<file path="config.mk">
export PLATFORM = sky130hd
export DESIGN_NAME = writeback_queue
export DESIGN_NICKNAME = d
export VERILOG_FILES = /design/src/rtl/writeback_queue.sv
export SDC_FILE = /design/constraint.sdc
export NUM_CORES = 1
export LEC_CHECK = 0
export BUFFER_PORTS_ARGS = -buffer_cell sky130_fd_sc_hd__buf_2
export CAP_MARGIN = 20
export CORE_ASPECT_RATIO = 0.8
export CORE_MARGIN = 4
export CORE_UTILIZATION = 45
export DETAILED_ROUTE_END_ITERATION = 16
export GPL_TIMING_DRIVEN = 0
export PLACE_DENSITY_LB_ADDON = 0.12
export SKIP_LAST_GASP = 1
export SLEW_MARGIN = 20
export SYNTH_ARGS = -nofsm -noshare
export SYNTH_HDL_FRONTEND = slang
export SYNTH_SLANG_ARGS = --single-unit
</file>
<file path="constraint.sdc">
create_clock -name clk -period 15.6 [get_ports clk]
set_input_delay 0 -clock clk [delete_from_list [all_inputs] [get_ports clk]]
set_output_delay 0 -clock clk [all_outputs]
set_load 0.05 [all_outputs]
</file>
<file path="src/rtl/writeback_queue.sv">
// In-order writeback queue between the writeback arbiter and the register file write port,
// with a combinational pending-value lookup. Optional feature: `define WBQ_COALESCE_EN.
module writeback_queue #(
  parameter int WIDTH     = 32,
  parameter int DEPTH     = 32,
  parameter int QDEPTH    = 8,
  parameter int DROP_ZERO = 1,
  localparam int ADDR_WIDTH = $clog2(DEPTH),
  localparam int PTR_W      = $clog2(QDEPTH),
  localparam int CNT_W      = PTR_W + 1
) (
  input  logic                  clk,
  input  logic                  reset,
  // Handshake: a result transfers on a rising edge where in_valid && in_ready; the
  // producer holds in_addr/in_data stable while in_valid is high and in_ready is low.
  input  logic                  in_valid,
  input  logic [ADDR_WIDTH-1:0] in_addr,
  input  logic [WIDTH-1:0]      in_data,
  output logic                  in_ready,
  input  logic                  stall,
  output logic                  wen,
  output logic [ADDR_WIDTH-1:0] waddr,
  output logic [WIDTH-1:0]      wdata,
  input  logic [ADDR_WIDTH-1:0] raddr,
  output logic                  hit,
  output logic [WIDTH-1:0]      hit_data,
  output logic [CNT_W-1:0]      count
);

  localparam logic [CNT_W-1:0] FULL = CNT_W'(QDEPTH);

  logic [ADDR_WIDTH-1:0] addr_q [QDEPTH];
  logic [ADDR_WIDTH-1:0] addr_d [QDEPTH];
  logic [WIDTH-1:0]      data_q [QDEPTH];
  logic [WIDTH-1:0]      data_d [QDEPTH];
  logic [PTR_W-1:0]      head_q, head_d, tail_q, tail_d;
  logic [CNT_W-1:0]      count_q, count_d;
  logic                  wen_q, wen_d;
  logic [ADDR_WIDTH-1:0] waddr_q, waddr_d;
  logic [WIDTH-1:0]      wdata_q, wdata_d;

  logic                  pop, drop, accept, alloc;
  logic [PTR_W-1:0]      idx;
  logic                  coal_hit;
  logic [PTR_W-1:0]      coal_idx;

  assign pop  = (count_q != '0) && !stall;
  assign drop = (DROP_ZERO != 0) && (in_addr == '0);

  // Scan oldest to youngest so the last match found is the youngest one.
  always_comb begin
    hit      = 1'b0;
    hit_data = '0;
    coal_hit = 1'b0;
    coal_idx = '0;
    idx      = '0;
    for (int k = 0; k < QDEPTH; k++) begin
      idx = head_q + PTR_W'(k);
      if (CNT_W'(k) < count_q) begin
        if (addr_q[idx] == raddr) begin
          hit      = 1'b1;
          hit_data = data_q[idx];
        end
        if ((addr_q[idx] == in_addr) && !(pop && (k == 0))) begin
          coal_hit = 1'b1;
          coal_idx = idx;
        end
      end
    end
  end

`ifdef WBQ_COALESCE_EN
  assign in_ready = (count_q < FULL) || coal_hit;
  assign alloc    = accept && !drop && !coal_hit;
`else
  assign in_ready = (count_q < FULL);
  assign alloc    = accept && !drop;
`endif
  assign accept = in_valid && in_ready;

  always_comb begin
    addr_d  = addr_q;
    data_d  = data_q;
    head_d  = pop ? head_q + PTR_W'(1) : head_q;
    tail_d  = alloc ? tail_q + PTR_W'(1) : tail_q;
    count_d = count_q;
    wen_d   = pop;
    waddr_d = pop ? addr_q[head_q] : waddr_q;
    wdata_d = pop ? data_q[head_q] : wdata_q;
    if (alloc) begin
      addr_d[tail_q] = in_addr;
      data_d[tail_q] = in_data;
    end
`ifdef WBQ_COALESCE_EN
    if (accept && !drop && coal_hit) data_d[coal_idx] = in_data;
`endif
    if (alloc && !pop)      count_d = count_q + CNT_W'(1);
    else if (!alloc && pop) count_d = count_q - CNT_W'(1);
  end

  always_ff @(posedge clk or posedge reset) begin
    if (reset) begin
      for (int i = 0; i < QDEPTH; i++) begin
        addr_q[i] <= '0;
        data_q[i] <= '0;
      end
      head_q  <= '0;
      tail_q  <= '0;
      count_q <= '0;
      wen_q   <= 1'b0;
      waddr_q <= '0;
      wdata_q <= '0;
    end else begin
      addr_q  <= addr_d;
      data_q  <= data_d;
      head_q  <= head_d;
      tail_q  <= tail_d;
      count_q <= count_d;
      wen_q   <= wen_d;
      waddr_q <= waddr_d;
      wdata_q <= wdata_d;
    end
  end

  assign wen   = wen_q;
  assign waddr = waddr_q;
  assign wdata = wdata_q;
  assign count = count_q;

endmodule

</file>
==> metrics.txt, run 1 <==
fin. max-slew vios=0; # port buffers=120; worst hold stages=5; Tmin final=9290 ps; clock buffer depth=3; Total Routing Usage GR=35.7%; total CTS buffers=40; Req. time, crit path=15600 ps; Place WS=around 7400 ps; DIE HEIGHT=about 220 µm; Initial DRT Pass Iterations=8; DRC=0; count of cell types in the netlist=50; R2R setup slack=~8700 ps; Die X=276 µm; vias=22.5k; layout cells sized above 1=a little under two fifths; Worst-Margin Slew=1320 ps; CTS tree=done; final WL=about 110000 µm; total grt overflow=0; worst-path fanout max=10; hold wc startpoint=in_valid; FF-to-FF Start=head_q[1]; critical path's top delay family=buffers and inverters; Startpoint Class=flip-flop; initial cell density of the core=a little under half; initial DRC count=between 3k and 4k; FMAX=~0.11 GHz; die footprint=slightly above 60000 µm²; HP Class=in2reg; htree depth=2; HPWL Detailed=around 75000 µm; Buf/Inv on CP=13; Endpoint, Worst Hold=tail_q[0]; Async S/R FF share, synth=100%; worst stage delay on the critical path=970 ps; clk_skew=between 15 and 20 ps; Clock transition at path regs=approximately 70 ps; critical path type=reg2out; Syn Area/Cell=11.9 µm²; Site Rows=78; max-cap violation count=0; ys flop type=dfrtp_1; Core Area=approximately 57000 µm²; CP cell instances=buf_2 -> buf_2 -> buf_2 -> clkbuf_1 -> buf_1 -> inv_1 -> ha_1 -> clkbuf_1 -> buf_2 -> buf_2 -> buf_2 -> buf_2 -> clkbuf_1 -> mux4_2 -> nand2_1 -> a21oi_1 -> o311ai_0 -> a31oi_1 -> buf_2; Finish-stage setup viols=0; worst relative slew slack=roughly 12%; worst reg2reg endpoint=head_q[1]; Num Clock Sinks=344; Routed Antenna Nets=0; Seq/Total Area, Yosys=between 30% and 40%; syn nets=2218; Synth Instances=approximately 2.2k; most common cell after layout, fill and taps aside=nand2_1; post-synthesis cell area=approximately 26000 µm²; status=complete, no violations; Setup TNS Final=0 ps; gpl congestion=between 0.9 and 1; Setup crit end kind=output pin; Crit path top cell by count=buf_2; Final period util=59.6%; unrepaired setup endpoints after global routing=false; Via-to-Cell Ratio=7.11; # nets final=approximately 2.4k; commonest cells after routing, fill and taps aside=nand2_1, dfrtp_1, mux2_2, mux4_2, buf_2; Layout area overhead=13.6%; #FFs+latches synth=roughly 340; number of synthesized flops with an enable pin=0; first-pass GRT wire length=roughly 160000 µm; Worst R2R Path Depth=15; clk_lat worst skew=about 580 ps; Hold Fails Final Rpt=0; vias in the first global route=22.0k; clk root buf=clkbuf_16; WL per Instance=~35 µm; YS warnings=0; final worst slack=roughly 6300 ps; worst path arrival time=about 9300 ps; critical path's slowest cell=clkbuf_1; # IOs=122; initial antenna violation count=2; largest net degree at the start of global routing=about 100
==> cell usage after synthesis (2+ instances only) <==
cell type  count  area (µm²)
nor3b_1        3        22.5
nand2_1      367        1380
buf_4          2        15.0
nor4b_1        2        17.5
ha_1           7        87.6
or2_2          4        25.0
o21ai_0       40         200
a22o_1         4        35.0
a31oi_1       27         169
mux2i_1      163        1630
xor2_1        16         140
nand4_1        6        37.5
a21oi_1       73         365
nor2_1        17        63.8
and2_1         3        18.8
mux2_2       297        3340
nand3b_1       2        15.0
nand3_1       13        65.1
a32o_1        32         320
nor3_1        58         290
o31ai_1       12        90.1
or4_1          2        15.0
a211oi_1      30         225
dfrtp_1      344        8610
and3_1         3        18.8
mux4_2       296        6670
nor2b_1        5        31.3
buf_1         34         128
inv_1          8        30.0
clkbuf_1     109         409
a22oi_1       38         285
o311ai_0      31         272
buf_2         60         300
xnor2_1       41         359
==> per-stage QoR <==
| step | cell area [µm²] | hold WS [ps] | utilization, % | cells |
|---|---|---|---|---|
| final | 29300 | 147 | 51.7 | 3167 |
| after global routing | 29300 | 170 | 51.7 | 3164 |
| after CTS | 29300 | 102 | 51.6 | 3163 |
| after detailed placement | 27600 | 47.3 | 48.6 | 3053 |
| after global placement | 27400 | 330 | 48.2 | 3045 |
| after floorplan | 25800 | 151 | - | 2165 |
==> layout make-up <==
cell class,count,area (µm²)
Antenna cell,3,7.51
Clock buffer,57,1180
Timing Repair Buffer,168,1150
Sequential cell,344,8610
Clock inverter,14,165
Tap cell,760,951
Buffer,205,888
Fill cell,4956,27400
Inverter,9,41.3
Multi-Input combinational cell,1607,16300
==> sequential cells by signal, indices dropped and copies added, names as in the netlist <==
| signal | flops |
|---|---|
| wen | 1 |
| addr_q | 40 |
| count | 4 |
| tail_q | 3 |
| data_q | 256 |
| head_q | 3 |
| waddr | 5 |
| wdata | 32 |
==> worst min-delay path: cells and delay by family <==
family,cells,cell delay [ps]
AND/OR/NAND/NOR,3,280
buffers and inverters,1,90
AO/OA/AOI/OAI,1,310
==> logic make-up after synthesis <==
group	synth area share (%)
buf+inv	3.43
flops	33.4
xor+xnor	1.93
compound gates	7.90
fa+ha+maj	0.339
mux	45.1
simple gates	7.91
==> worst max-delay path by stage <==
stage | from | end | slack [ps] | cells past startpoint
after floorplan | reset | addr_q[0] | 6060 | 1
after global placement | reset | data_q[7] | 2370 | 2
after detailed placement | head_q[1] | hit_data[27] | 7380 | 19
after CTS | head_q[1] | hit_data[27] | 6770 | 19
after global routing | head_q[1] | hit_data[27] | 6200 | 19
final | head_q[1] | hit_data[27] | 6310 | 19
==> per-layer routing <==
metal	vias to the layer above	GRT usage (%)	share of wire (%)
met4	0	14.3	4.9
li1	8863	-	-
met5	-	0	0
met1	11500	49.5	39
met3	351	12.9	14
met2	1847	51.3	42
==> what timing repair did <==
item,CTS,global route
hold endpoints to repair,537,0
setup buffers,0,0
resized for setup,0,0
hold buffers,39,0
Power of run 1 is left out: the tool's default activity adds up to more than one toggle a clock period on the data nets, which glitch-free logic cannot reach.
==> run 2: changes to the inputs <==
- clock period: 15.6 -> 8.35 ns (I/O delays scaled with it)
==> metrics.txt, run 2 (same netlist as run 1, synthesis figures left out) <==
HPWL Detailed=~76000 µm; Layout area overhead=13.5%; Core Area=between 50000 and 60000 µm²; largest net degree at the start of global routing=37; Fillers=between 4k and 5k; Largest register FFs=256; HP Class=in2reg; max-cap violation count=0; post-route met1 wirelength=around 43000 µm; Final period util=a little over nine tenths; vias=22.6k; R2R setup slack=between 2000 and 3000 ps; Req. time, crit path=between 8000 and 9000 ps; met3 wire length=15400 µm; Hold Fails Final Rpt=0; CTS tree=done; layout cells sized above 1=a little over a third; # port buffers=120; Endpoint, Worst Hold=tail_q[0]; clk_skew=roughly 21 ps; total CTS buffers=39; Setup crit end kind=output pin; worst relative slew slack=15.5%; Post CTS Setup Buffer Count=0; DRC=0; Tmin final=7930 ps; worst path arrival time=slightly below 8000 ps; Site Rows=roughly 80; gpl congestion=between 0.9 and 1; final WL=~110000 µm; clock buffer depth=3; critical path type=reg2out; status=complete, no violations; Num Clock Sinks=approximately 340; Die X=276 µm; DR top layer=met5; Total Routing Usage GR=35.6%; initial cell density of the core=45.5%; clk_lat worst skew=a little under 600 ps; Worst R2R Path Depth=13; worst-path fanout max=28; hold wc startpoint=in_valid; WL per Instance=between 30 and 40 µm; CP cell instances=buf_2 -> buf_2 -> buf_2 -> inv_1 -> ha_1 -> clkbuf_1 -> buf_2 -> buf_2 -> mux4_2 -> xnor2_1 -> nand4_1 -> o21ai_0 -> a21oi_2 -> buf_1 -> o311ai_0 -> a31oi_1 -> buf_2; Crit path top cell by count=buf_2; DIE HEIGHT=between 200 and 250 µm; Startpoint Class=flip-flop; worst hold stages=5; htree depth=2; # IOs=between 100 and 150; most common cell after layout, fill and taps aside=nand2_1; vias in the first global route=between 20k and 25k; total grt overflow=0; worst reg2reg endpoint=head_q[1]; unrepaired setup endpoints after global routing=false; worst stage delay on the critical path=about 850 ps; fin. max-slew vios=0; Finish-stage setup viols=0; die footprint=around 60000 µm²; FMAX=0.126 GHz; critical path's slowest cell=buf_2; Initial DRT Pass Iterations=6; Setup TNS Final=0 ps; Largest Register=data_q; initial DRC count=~3.6k; commonest cells after routing, fill and taps aside=nand2_1, dfrtp_1, mux2_2, mux4_2, buf_2; Routed met2 length=approximately 45000 µm; clk root buf=clkbuf_16; Via-to-Cell Ratio=~7; # nets final=2431; first-pass GRT wire length=between 150000 and 200000 µm; Routed Antenna Nets=0; Worst-Margin Slew=1270 ps; Clock transition at path regs=70 ps; FF-to-FF Start=head_q[1]; initial antenna violation count=2
-- run 2: cell count changes in the layout (fill, tap and decap cells not counted), sizes merged --
cell	previous run	this run
buf	221	226
clkinv	10	5
bufinv	3	1
clkbuf	170	172
clkinvlp	2	3
inv	8	9
-- run 2: final cells by class --
| type | instances | area (µm²) | area share [%] |
|---|---|---|---|
| well taps | 760 | 951 | 3.25 |
| multi-input cells | 1607 | 16300 | 55.7 |
| repair buffers | 174 | 1260 | 4.29 |
| diodes | 3 | 7.51 | 0.0256 |
| clock buffers | 60 | 1130 | 3.85 |
| inverters | 9 | 37.5 | 0.128 |
| plain buffers | 203 | 883 | 3.02 |
| clock inverters | 9 | 86.3 | 0.295 |
| flip-flops and latches | 344 | 8610 | 29.4 |
-- run 2: timing repair --
item                                   4_1_cts  5_1_grt
hold buffers                                39        0
endpoints found under the hold margin      446        0
setup endpoints to repair                   32       10
resized for setup                            4        1
pin swaps                                    0        1
-- run 2: worst max path at each step --
| stage | start | endpoint | slack (ps) | depth (start not counted) |
|---|---|---|---|---|
| 3_5_place_dp | head_q[1] | hit_data[27] | 180 | 19 |
| 3_3_place_gp | head_q[1] | hit_data[27] | 300 | 19 |
| 5_1_grt | head_q[1] | hit_data[22] | 420 | 19 |
| 6_report | head_q[1] | hit_data[27] | 420 | 17 |
| 4_1_cts | head_q[1] | hit_data[18] | 270 | 18 |
| 2_1_floorplan | head_q[1] | hit_data[20] | 2980 | 19 |
-- run 2: layer usage --
metal	GRT usage, %	up-vias
met2	49.1	1862
li1	-	8863
met5	0	-
met1	49.5	11500
met3	13.3	420
met4	17.2	4
-- run 2: through the flow --
step / area, µm² / hold slack, ps / utilization, % / std cells / worst slack, ps
6_report: 29300 / 126 / 51.6 / 3169 / 417
3_5_place_dp: 27600 / -66.9 / 48.7 / 3058 / 179
5_1_grt: 29300 / 175 / 51.6 / 3166 / 417
2_1_floorplan: 25800 / 151 / - / 2165 / 2980
4_1_cts: 29300 / 109 / 51.6 / 3165 / 272
3_3_place_gp: 27400 / 329 / 48.3 / 3045 / 296
-- run 2: critical path: cells and delay by family (launching register included) --
| kind | cells | cell delay (ps) |
|---|---|---|
| mux | 1 | 400 |
| compound gates | 4 | 1670 |
| xor+xnor | 1 | 220 |
| buf+inv | 9 | 4150 |
| fa+ha+maj | 1 | 330 |
| flops | 1 | 360 |
| simple gates | 1 | 160 |
Power of run 2 is left out for the same reason.
